### config.mk
export PLATFORM = sky130hd
export DESIGN_NAME = mem_bus_arbiter_flat
export DESIGN_NICKNAME = d
export VERILOG_FILES = /design/src/rtl/mem_bus_arbiter_pkg.sv /design/src/rtl/mem_bus_arbiter_if.sv /design/src/rtl/mem_bus_arbiter_stall_encoder.sv /design/src/rtl/mem_bus_arbiter.sv /design/src/flat_wrapper.sv
export SDC_FILE = /design/constraint.sdc
export NUM_CORES = 1
export LEC_CHECK = 0
export BUFFER_PORTS_ARGS = -buffer_cell sky130_fd_sc_hd__buf_2
export CORE_UTILIZATION = 36
export DETAILED_ROUTE_END_ITERATION = 8
export PLACE_DENSITY = 0.71
export RECOVER_POWER = 100
export SKIP_CTS_REPAIR_TIMING = 1
export SYNTH_ARGS = -nofsm -noshare
export SYNTH_HDL_FRONTEND = slang
export SYNTH_SLANG_ARGS = --single-unit
### constraint.sdc
create_clock -name clk -period 1.5 [get_ports clk]
set_input_delay 0.3 -clock clk [delete_from_list [all_inputs] [get_ports clk]]
set_output_delay 0.3 -clock clk [all_outputs]
set_load 0.05 [all_outputs]
### src/rtl/mem_bus_arbiter_pkg.sv
`default_nettype none
// ============================================================================
// mem_bus_arbiter_pkg
// Shared constants for the memory-port arbiter: stall patterns, state codes.
// Revision: 1.0
// ============================================================================
package mem_bus_arbiter_pkg;

    localparam logic STOP    = 1'b1;
    localparam logic NO_STOP = 1'b0;

    // Bit order of the stall vector: [0]=PC [1]=IF [2]=ID [3]=EX [4]=MEM [5]=WB
    localparam logic [5:0] STALL_NONE = {6{NO_STOP}};
    localparam logic [5:0] STALL_IF   = {{4{NO_STOP}}, {2{STOP}}};
    localparam logic [5:0] STALL_ID   = {{3{NO_STOP}}, {3{STOP}}};
    localparam logic [5:0] STALL_EX   = {{2{NO_STOP}}, {4{STOP}}};
    localparam logic [5:0] STALL_MEM  = {NO_STOP, {5{STOP}}};

    localparam logic [31:0] ZERO_WORD = 32'h0000_0000;
    localparam logic [3:0]  SEL_WORD  = 4'hF;

    typedef enum logic [2:0] {
        ST_IDLE     = 3'd0,
        ST_IF_BUSY  = 3'd1,
        ST_MEM_BUSY = 3'd2,
        ST_IF_DONE  = 3'd3,
        ST_MEM_DONE = 3'd4
    } arb_state_e;

endpackage
`default_nettype wire

### src/rtl/mem_bus_arbiter_if.sv
`default_nettype none
// ============================================================================
// mem_bus_arbiter_if
// Requester, pipeline-control and external memory bus signals of the arbiter.
// Revision: 1.0
// ============================================================================
interface mem_bus_arbiter_if #(
    parameter int ADDR_W = 32,
    parameter int DATA_W = 32
);
    logic              if_req;
    logic [ADDR_W-1:0] if_addr;
    logic [DATA_W-1:0] if_rdata;
    logic              mem_req;
    logic              mem_we;
    logic [3:0]        mem_sel;
    logic [ADDR_W-1:0] mem_addr;
    logic [DATA_W-1:0] mem_wdata;
    logic [DATA_W-1:0] mem_rdata;
    logic              stallreq_id;
    logic              stallreq_ex;
    logic              flush;
    logic              bus_req;
    logic              bus_we;
    logic [3:0]        bus_sel;
    logic [ADDR_W-1:0] bus_addr;
    logic [DATA_W-1:0] bus_wdata;
    logic [DATA_W-1:0] bus_rdata;
    logic              bus_ack;
    logic [5:0]        stall;
    logic              bus_err;

    // master: the arbiter, which masters the external bus
    modport master (
        input  if_req, if_addr, mem_req, mem_we, mem_sel, mem_addr, mem_wdata,
        input  stallreq_id, stallreq_ex, flush, bus_rdata, bus_ack,
        output if_rdata, mem_rdata, bus_req, bus_we, bus_sel, bus_addr,
        output bus_wdata, stall, bus_err
    );

    // slave: pipeline stages and the memory slave around the arbiter
    modport slave (
        output if_req, if_addr, mem_req, mem_we, mem_sel, mem_addr, mem_wdata,
        output stallreq_id, stallreq_ex, flush, bus_rdata, bus_ack,
        input  if_rdata, mem_rdata, bus_req, bus_we, bus_sel, bus_addr,
        input  bus_wdata, stall, bus_err
    );
endinterface
`default_nettype wire

### src/rtl/mem_bus_arbiter_stall_encoder.sv
`default_nettype none
// ============================================================================
// mem_bus_arbiter_stall_encoder
// Priority encoder from stall requests to the 6-bit pipeline stall vector.
// Revision: 1.0
// ============================================================================
module mem_bus_arbiter_stall_encoder
    import mem_bus_arbiter_pkg::*;
(
    input  wire logic       arb_mem,
    input  wire logic       stallreq_ex,
    input  wire logic       stallreq_id,
    input  wire logic       arb_if,
    output logic [5:0]      stall
);

    always_comb begin
        stall = STALL_NONE;
        if (arb_mem)
            stall = STALL_MEM;
        else if (stallreq_ex)
            stall = STALL_EX;
        else if (stallreq_id)
            stall = STALL_ID;
        else if (arb_if)
            stall = STALL_IF;
    end

endmodule
`default_nettype wire

### src/rtl/mem_bus_arbiter.sv
`default_nettype none
// ============================================================================
// mem_bus_arbiter
// Shares the external memory port between IF and MEM and builds the stall
// vector. Optional bus watchdog enabled by MEM_BUS_TIMEOUT_EN.
// Revision: 1.0
// ============================================================================
module mem_bus_arbiter
    import mem_bus_arbiter_pkg::*;
#(
    parameter int ADDR_W         = 32,
    parameter int DATA_W         = 32,
    parameter int TIMEOUT_CYCLES = 255
) (
    input  wire logic          clk,
    input  wire logic          rst,
    mem_bus_arbiter_if.master  bus
);

    arb_state_e        r_state;
    logic              r_discard;
    logic              r_bus_req;
    logic              r_bus_we;
    logic [3:0]        r_bus_sel;
    logic [ADDR_W-1:0] r_bus_addr;
    logic [DATA_W-1:0] r_bus_wdata;
    logic [DATA_W-1:0] r_if_rdata;
    logic [DATA_W-1:0] r_mem_rdata;

    logic              w_idle;
    logic              w_arb_mem;
    logic              w_arb_if;
    logic [5:0]        w_stall;
    logic              w_timeout;

`ifdef MEM_BUS_TIMEOUT_EN
    localparam int TO_W = ($clog2(TIMEOUT_CYCLES + 1) > 8) ?
                          $clog2(TIMEOUT_CYCLES + 1) : 8;

    logic [TO_W-1:0] r_to_cnt;
    logic            r_bus_err;
    logic            w_busy;

    assign w_busy    = (r_state == ST_IF_BUSY) || (r_state == ST_MEM_BUSY);
    assign w_timeout = w_busy && (r_to_cnt == TO_W'(TIMEOUT_CYCLES - 1));

    // Counter idles at zero outside BUSY, so every BUSY entry starts fresh
    always_ff @(posedge clk) begin
        if (rst) begin
            r_to_cnt  <= '0;
            r_bus_err <= 1'b0;
        end else begin
            r_to_cnt  <= (w_busy && !bus.bus_ack && !w_timeout) ? r_to_cnt + 1'b1 : '0;
            r_bus_err <= w_timeout && !bus.bus_ack;
        end
    end

    assign bus.bus_err = r_bus_err;
`else
    logic w_unused_timeout;

    assign w_timeout        = 1'b0;
    assign w_unused_timeout = (TIMEOUT_CYCLES != 0);
    assign bus.bus_err      = 1'b0;
`endif

    always_ff @(posedge clk) begin
        if (rst) begin
            r_state     <= ST_IDLE;
            r_discard   <= 1'b0;
            r_bus_req   <= 1'b0;
            r_bus_we    <= 1'b0;
            r_bus_sel   <= '0;
            r_bus_addr  <= '0;
            r_bus_wdata <= '0;
            r_if_rdata  <= DATA_W'(ZERO_WORD);
            r_mem_rdata <= DATA_W'(ZERO_WORD);
        end else begin
            case (r_state)
                ST_IDLE: begin
                    if (bus.mem_req) begin
                        r_bus_req   <= 1'b1;
                        r_bus_we    <= bus.mem_we;
                        r_bus_sel   <= bus.mem_sel;
                        r_bus_addr  <= bus.mem_addr;
                        r_bus_wdata <= bus.mem_wdata;
                        r_state     <= ST_MEM_BUSY;
                    end else if (bus.if_req && !bus.flush) begin
                        r_bus_req   <= 1'b1;
                        r_bus_we    <= 1'b0;
                        r_bus_sel   <= SEL_WORD;
                        r_bus_addr  <= bus.if_addr;
                        r_bus_wdata <= '0;
                        r_discard   <= 1'b0;
                        r_state     <= ST_IF_BUSY;
                    end
                end
                ST_IF_BUSY: begin
                    if (bus.bus_ack || w_timeout) begin
                        r_bus_req <= 1'b0;
                        // A flushed fetch still finishes on the bus but its word is dropped
                        if (r_discard || bus.flush) begin
                            r_state <= ST_IDLE;
                        end else begin
                            r_if_rdata <= bus.bus_ack ? bus.bus_rdata : DATA_W'(ZERO_WORD);
                            r_state    <= ST_IF_DONE;
                        end
                    end else if (bus.flush) begin
                        r_discard <= 1'b1;
                    end
                end
                ST_MEM_BUSY: begin
                    if (bus.bus_ack || w_timeout) begin
                        r_bus_req <= 1'b0;
                        if (!r_bus_we)
                            r_mem_rdata <= bus.bus_ack ? bus.bus_rdata : DATA_W'(ZERO_WORD);
                        r_state <= ST_MEM_DONE;
                    end
                end
                default: begin
                    r_state <= ST_IDLE;
                end
            endcase
        end
    end

    assign w_idle    = (r_state == ST_IDLE);
    assign w_arb_mem = (w_idle && bus.mem_req) || (r_state == ST_MEM_BUSY);
    assign w_arb_if  = (w_idle && bus.if_req && !bus.mem_req)
                     || (r_state == ST_IF_BUSY)
                     || ((r_state == ST_MEM_BUSY) && bus.if_req);

    mem_bus_arbiter_stall_encoder u_stall_encoder (
        .arb_mem     (w_arb_mem),
        .stallreq_ex (bus.stallreq_ex),
        .stallreq_id (bus.stallreq_id),
        .arb_if      (w_arb_if),
        .stall       (w_stall)
    );

    assign bus.stall     = rst ? STALL_NONE : w_stall;
    assign bus.bus_req   = r_bus_req;
    assign bus.bus_we    = r_bus_we;
    assign bus.bus_sel   = r_bus_sel;
    assign bus.bus_addr  = r_bus_addr;
    assign bus.bus_wdata = r_bus_wdata;
    assign bus.if_rdata  = r_if_rdata;
    assign bus.mem_rdata = r_mem_rdata;

endmodule
`default_nettype wire

### src/flat_wrapper.sv
// flat-port wrapper written by rule: the top's interface ports become plain ports
module mem_bus_arbiter_flat import mem_bus_arbiter_pkg::*;
#(
    parameter int ADDR_W         = 32,
    parameter int DATA_W         = 32,
    parameter int TIMEOUT_CYCLES = 255
)
  (clk, rst, bus_if_req, bus_if_addr, bus_mem_req, bus_mem_we, bus_mem_sel, bus_mem_addr, bus_mem_wdata, bus_stallreq_id, bus_stallreq_ex, bus_flush, bus_bus_rdata, bus_bus_ack, bus_if_rdata, bus_mem_rdata, bus_bus_req, bus_bus_we, bus_bus_sel, bus_bus_addr, bus_bus_wdata, bus_stall, bus_bus_err);
  mem_bus_arbiter_if #(.ADDR_W(ADDR_W), .DATA_W(DATA_W)) bus_i ();
  input  wire logic clk;
  input  wire logic rst;
  input wire logic [$bits(bus_i.if_req)-1:0] bus_if_req;
  input wire logic [$bits(bus_i.if_addr)-1:0] bus_if_addr;
  input wire logic [$bits(bus_i.mem_req)-1:0] bus_mem_req;
  input wire logic [$bits(bus_i.mem_we)-1:0] bus_mem_we;
  input wire logic [$bits(bus_i.mem_sel)-1:0] bus_mem_sel;
  input wire logic [$bits(bus_i.mem_addr)-1:0] bus_mem_addr;
  input wire logic [$bits(bus_i.mem_wdata)-1:0] bus_mem_wdata;
  input wire logic [$bits(bus_i.stallreq_id)-1:0] bus_stallreq_id;
  input wire logic [$bits(bus_i.stallreq_ex)-1:0] bus_stallreq_ex;
  input wire logic [$bits(bus_i.flush)-1:0] bus_flush;
  input wire logic [$bits(bus_i.bus_rdata)-1:0] bus_bus_rdata;
  input wire logic [$bits(bus_i.bus_ack)-1:0] bus_bus_ack;
  output wire logic [$bits(bus_i.if_rdata)-1:0] bus_if_rdata;
  output wire logic [$bits(bus_i.mem_rdata)-1:0] bus_mem_rdata;
  output wire logic [$bits(bus_i.bus_req)-1:0] bus_bus_req;
  output wire logic [$bits(bus_i.bus_we)-1:0] bus_bus_we;
  output wire logic [$bits(bus_i.bus_sel)-1:0] bus_bus_sel;
  output wire logic [$bits(bus_i.bus_addr)-1:0] bus_bus_addr;
  output wire logic [$bits(bus_i.bus_wdata)-1:0] bus_bus_wdata;
  output wire logic [$bits(bus_i.stall)-1:0] bus_stall;
  output wire logic [$bits(bus_i.bus_err)-1:0] bus_bus_err;
  assign bus_i.if_req = bus_if_req;
  assign bus_i.if_addr = bus_if_addr;
  assign bus_i.mem_req = bus_mem_req;
  assign bus_i.mem_we = bus_mem_we;
  assign bus_i.mem_sel = bus_mem_sel;
  assign bus_i.mem_addr = bus_mem_addr;
  assign bus_i.mem_wdata = bus_mem_wdata;
  assign bus_i.stallreq_id = bus_stallreq_id;
  assign bus_i.stallreq_ex = bus_stallreq_ex;
  assign bus_i.flush = bus_flush;
  assign bus_i.bus_rdata = bus_bus_rdata;
  assign bus_i.bus_ack = bus_bus_ack;
  assign bus_if_rdata = bus_i.if_rdata;
  assign bus_mem_rdata = bus_i.mem_rdata;
  assign bus_bus_req = bus_i.bus_req;
  assign bus_bus_we = bus_i.bus_we;
  assign bus_bus_sel = bus_i.bus_sel;
  assign bus_bus_addr = bus_i.bus_addr;
  assign bus_bus_wdata = bus_i.bus_wdata;
  assign bus_stall = bus_i.stall;
  assign bus_bus_err = bus_i.bus_err;
  mem_bus_arbiter #(.ADDR_W(ADDR_W), .DATA_W(DATA_W), .TIMEOUT_CYCLES(TIMEOUT_CYCLES)) u_core (.clk(clk), .rst(rst), .bus(bus_i));
endmodule
==> results by group, run 1 <==
Timing
  – Final Hold Vio Count: 0
  – Fmax: 537 MHz
  – Final min period: 1.86 ns
  – Max-slew violations: 0
  – Min setup slack post-route: -0.361 ns
  – Setup TNS: -17.37 ns
  – Fin Clk Skew: 0.00932 ns
  – RSZ-0062 raised after global routing: yes
  – Fin crit share: 124%
  – Final setup viols: 109

Synth
  – Synthesized area per cell: 8.98 um^2
  – Ys flop type: dfxtp_1
  – Largest area contributor in the netlist: dfxtp_1
  – Top-area cell type share of the netlist area: 51.0%
  – Area contributors post-synth: dfxtp_1 (51%), nand2_1 (9.1%), a211oi_2 (7.6%)
  – EDFF count, synth: 0
  – Syn. warnings: 0
  – Yosys cell types: 35
  – Yosys reg bits: 138
  – Cell Area, Synth: 5410 um^2
  – Post-synthesis sequential area ratio: 51.0%
  – Async S/R FF share, synth: 0%
  – Mapped Cells: 603

Placement
  – Routability Congestion: 0.779
  – Port Buffers: 279
  – Placed Area: 7120 um^2
  – Placed Instances: 1039
  – Hpwl dp: 10400 um

Worst setup path
  – FF-to-FF path depth: 9
  – CP arrival: 1.56 ns
  – Critical Path Start Type: flip-flop
  – CP Class: flip-flop to primary output
  – FF-to-FF Start: u_core.r_state[1]
  – R2R setup slack: -0.22 ns
  – CP Capture Type: primary output
  – Worst Path Required: 1.20 ns
  – Worst-path maximum fanout: 3
  – Reg2reg end: u_core.bus.bus_addr[13]

Clocking
  – Clock Tree Buf Depth: 2
  – H-tree levels: 4
  – Clk_lat worst skew: 0.41 ns
  – Clock sink count: 138
  – CTS Buf Count: 17
  – Clk pin slew, worst setup/hold paths: 0.06 ns
  – TritonCTS clock tree: yes
  – CTS root buffer: clkbuf_16

Power
  – Peak supply drop: 0.000952 V
  – Leakage power: 4.10 nW
  – P per Cell Area: 1480 nW/um^2

GRT
  – Remaining global-route overflow: 0
  – Vias in the first global route: 4980
  – Total global-route track usage: 18.9%
  – Largest net degree at the start of global routing: 75
  – First-pass GRT wire length: 23800 um
  – Initial antenna violation count: 0

Floorplanning
  – Vertical die dimension: 125 um
  – Core Area: 14600 um^2
  – Initial core utilization: 37.1%
  – Die area: 15500 um^2
  – # IOs: 282
  – Die Width: 125 um
  – Row Count: 44

Hold path
  – Startpoint of the worst hold path: bus_mem_wdata[24]
  – Hold path endpoint: u_core.bus.bus_wdata[24]
  – Hold Path Cell Cnt: 3
  – Hold Crit Class: input pin to flip-flop

Drt
  – Antenna violation net count after detailed routing: 0
  – Starting DRT DRC Count: 235
  – WL/cell: 16.1 um
  – Routed WL: 17700 um
  – First-pass DRT Iterations: 4
  – Via count: 5430
  – Via density: 4.94
  – Remaining DRCs: 0

Finish
  – Layout cells sized above 1: 57.0%
  – Commonest non-fill, non-tap cells in the layout: buf_2 (274), dfxtp_1 (135), nand2_1 (101), nor2_1 (60), a21oi_1 (35)
  – Most common cell after layout, fill and taps aside: buf_2
  – Fin area: 8850 um^2
  – Antenna Diode Count: 0
  – Post-route insts no fill: 1100
  – Synth-to-layout area growth: 63.4%
  – Fin nets: 1045
  – Filler Cell Count: 1234

Status
  – Status: complete, but fails checks
  – Violated checks: negative setup slack

Job
  – Total of max-cap violations: 0
## critical path, cell delays in order, from the launching register on
cell,delay [ns]
dfxtp_2,0.34
or2_4,0.24
a21oi_4,0.15
a21oi_4,0.07
a21o_4,0.20
buf_6,0.15
## cell usage after synthesis (2+ instances only)
master and count:
dfxtp_1 138, nand2_1 131, nor2_1 78, a21oi_1 66, a211oi_2 33, a22oi_1 33, mux2i_1 32, clkbuf_1 21
buf_2 18, buf_6 8, o21ai_0 8, buf_4 7, o22ai_1 4, inv_1 3, nand3_1 2, nand3b_1 2
## flip-flops by register name, indices dropped and copies added (netlist names)
signal,flops
u_core.bus.bus_addr,32
u_core.bus.bus_we,1
u_core.bus.bus_sel,4
u_core.r_state,3
u_core.bus.bus_req,1
u_core.r_discard,1
u_core.bus.mem_rdata,32
u_core.bus.bus_wdata,32
u_core.bus.if_rdata,32
## metrics by stage
stage	hold WS, ns	setup WS [ns]	utilization (%)	power, mW
6_report	0.123	-0.361	60.6	13.1
5_1_grt	0.121	-0.417	60.6	13.6
4_1_cts	0.0982	-0.456	52.7	12.0
3_5_place_dp	0.443	-0.193	48.8	7.94
3_3_place_gp	0.439	-0.142	48.8	7.89
2_1_floorplan	0.436	-0.244	-	7.04
## worst max-delay path by stage
stage                       from           end  slack, ns  depth (start not counted)
2_1_floorplan  u_core.r_state[1]  bus_stall[1]      -0.24                          6
3_3_place_gp         bus_mem_req  bus_stall[4]      -0.14                          5
3_5_place_dp         bus_mem_req  bus_stall[4]      -0.19                          5
4_1_cts        u_core.r_state[1]  bus_stall[0]      -0.46                          5
5_1_grt        u_core.r_state[1]  bus_stall[1]      -0.42                          5
6_report       u_core.r_state[1]  bus_stall[1]      -0.36                          5
## routing by layer
layer	track usage, %	wire length [um]
met2	32.6	8880
met4	8.29	404
met1	21.4	7460
met5	0	0
met3	5.63	980
## cell families after synthesis
family                    after synthesis  synth area share [%]
AOI/OAI and AO/OA                     147                  19.9
and+or+nand+nor                       227                  17.0
buffers and inverters                  57                  5.96
xor gates and xnor gates                1                 0.162
other                                   1                0.0693
DFF                                   138                  51.0
muxes                                  32                  5.92
## area by class of cell
class | instances | area (um^2) | share of cell area (%)
multi-input combinational | 410 | 2990 | 33.8
sequential | 138 | 2770 | 31.3
timing repair buffer | 334 | 2270 | 25.7
clock buffer | 23 | 478 | 5.40
tap | 184 | 230 | 2.60
clock inverter | 8 | 93.8 | 1.06
inverter | 3 | 11.3 | 0.127
## where the power goes
part | internal [mW] | leakage, nW | switching, mW
Sequential | 4.06 | 1.13 | 0.242
Combinational | 1.78 | 2.69 | 2.97
Clock | 2.56 | 0.287 | 1.50
Total | 8.40 | 4.10 | 4.71
(Power assumes the default switching activity.)
==> run 2: changes to the inputs <==
--- a/config.mk
+++ b/config.mk
@@ -8,7 +8,7 @@
 export BUFFER_PORTS_ARGS = -buffer_cell sky130_fd_sc_hd__buf_2
 export CORE_UTILIZATION = 36
 export DETAILED_ROUTE_END_ITERATION = 8
-export PLACE_DENSITY = 0.71
+export PLACE_DENSITY = 0.68
 export RECOVER_POWER = 100
 export SKIP_CTS_REPAIR_TIMING = 1
 export SYNTH_ARGS = -nofsm -noshare
==> constraint.sdc (replaced) <==
create_clock -name clk -period 2.3 [get_ports clk]
set_input_delay 0.46 -clock clk [delete_from_list [all_inputs] [get_ports clk]]
set_output_delay 0.46 -clock clk [all_outputs]
set_load 0.05 [all_outputs]
==> run 2 against run 1 <==
Against the previous run:
- the run now ends clean
- flip-flop and latch count is the same
- count of clock-buffer cells in the layout decreased by 1
- register-to-register slack improved by 0.41 ns
- wire length decreased by 17%
- sequential share of layout area up 6.9 points
- global-route usage up 0.12 points
- critical endpoint unchanged
- largest cell class is now sequential cells
==> results by group, run 2 (synthesized netlist as in run 1, its figures left out) <==
Status
  – Status: completed

Clocking
  – Clock sink count: 138
  – TritonCTS clock tree: yes
  – Clk_lat worst skew: 0.41 ns
  – Clock Tree Buf Depth: 2
  – CTS Buf Count: 17
  – CTS root buffer: clkbuf_16
  – Clk pin slew, worst setup/hold paths: 0.06 ns
  – H-tree levels: 4

Placement
  – Port Buffers: 279
  – Hpwl dp: 10600 um
  – Routability Congestion: 0.779
  – Placed Area: 6880 um^2

Floorplanning
  – Vertical die dimension: 125 um
  – Die Width: 125 um
  – Initial core utilization: 37.1%
  – Core Area: 14600 um^2
  – Row Count: 44
  – # IOs: 282
  – Die area: 15500 um^2

GRT
  – Gr busiest metal: met2
  – First-pass GRT wire length: 23700 um
  – Initial antenna violation count: 0
  – Largest net degree at the start of global routing: 61
  – GRT met3 Usage: 6.06%
  – Met2 Track Usage GR: 31.1%
  – Remaining global-route overflow: 0
  – Vias in the first global route: 4885
  – GR Layer Usage met1: 22.6%
  – Total global-route track usage: 19.0%

Drt
  – Routed WL: 14700 um
  – Via count: 5078
  – WL/cell: 13.9 um
  – Antenna violation net count after detailed routing: 0
  – Via density: 4.80
  – Remaining DRCs: 0
  – First-pass DRT Iterations: 4
  – Starting DRT DRC Count: 200

Worst setup path
  – CP Capture Type: primary output
  – CP arrival: 1.70 ns
  – Slowest-stage cell, CP: dfxtp_2
  – Worst Path Required: 1.84 ns
  – Cells along the critical path: nor2_1 > a21oi_1 > a21oi_2 > a21o_1 > buf_2
  – Critical path buffers and inverters: 1
  – Critical Path Start Type: flip-flop
  – CP Class: flip-flop to primary output
  – Critical path's top delay family: compound AO/OA/AOI/OAI gates
  – Worst-path maximum fanout: 10
  – Slowest stage delay, CP: 0.37 ns

Finish
  – Most common cell after layout, fill and taps aside: buf_2
  – Antenna Diode Count: 0
  – Layout cells sized above 1: 25.3%
  – Fin nets: 1003
  – Fin area: 7250 um^2
  – Commonest non-fill, non-tap cells in the layout: buf_2 (141), clkbuf_1 (137), dfxtp_1 (136), nand2_1 (131), nor2_1 (78)
  – Synth-to-layout area growth: 33.9%

Power
  – Peak supply drop: 0.000498 V
  – Final total power: 7.58 mW
  – Leakage power: 2.94 nW
  – P per Cell Area: 1050 nW/um^2

Job
  – Total of max-cap violations: 0

Timing
  – Max-slew violations: 0
  – Hold slack: 0.283 ns
  – Rel. slew slack: 49.4%
  – Final Hold Vio Count: 0
  – Final min period: 2.16 ns
  – Fin Clk Skew: 0.00814 ns
  – Setup TNS: 0 ns
  – Fmax: 463 MHz
  – Worst-Margin Slew: 0.759 ns
  – RSZ-0062 raised after global routing: no
  – Final setup viols: 0
  – Fin crit share: 93.9%

Hold path
  – Hold Crit Class: input pin to flip-flop
[run 2: per-stage QoR]
stage,util (%),instances,worst slack (ns)
2_1_floorplan,-,604,-0.231
3_5_place_dp,47.2,1027,0.301
4_1_cts,51.1,1059,-0.0106
5_1_grt,49.7,1059,0.0183
6_report,49.7,1059,0.141
3_3_place_gp,47.2,1027,0.302
[run 2: area by class of cell]
type / instances / area [um^2]
Timing Repair Buffer: 293 / 1350
Clock buffer: 22 / 464
Fill cell: 1499 / 7340
Clock inverter: 10 / 119
Multi-Input combinational cell: 409 / 2300
Inverter: 3 / 11.3
Tap cell: 184 / 230
Sequential cell: 138 / 2770
[run 2: worst paths after layout]
path / startpoint / endpoint / slack (ns) / cells past startpoint
max: u_core.r_state[0] / bus_stall[1] / 0.14 / 5
min: bus_mem_sel[3] / u_core.bus.bus_sel[3] / 0.28 / 3
max reg2reg: u_core.r_state[1] / u_core.bus.bus_addr[30] / 0.19 / 6
min reg2reg: u_core.bus.if_rdata[31] / u_core.bus.if_rdata[31] / 0.45 / 2
[run 2: layer usage]
metal  part of all wire, %  vias to the layer above
li1                      -                     2563
met1                    42                     2280
met2                    48                      213
met3                   7.8                       22
met4                   1.8                        0
met5                     0                        -
[run 2: worst min-delay path, stage by stage]
cell	delay, ns
buf_2	0.08
o22ai_1	0.05
nor2_1	0.07
[run 2: power breakdown]
group          internal (mW)  switching, mW
Combinational          0.529           1.60
Clock                   1.66           1.00
Sequential              2.65          0.137
Total                   4.83           2.74
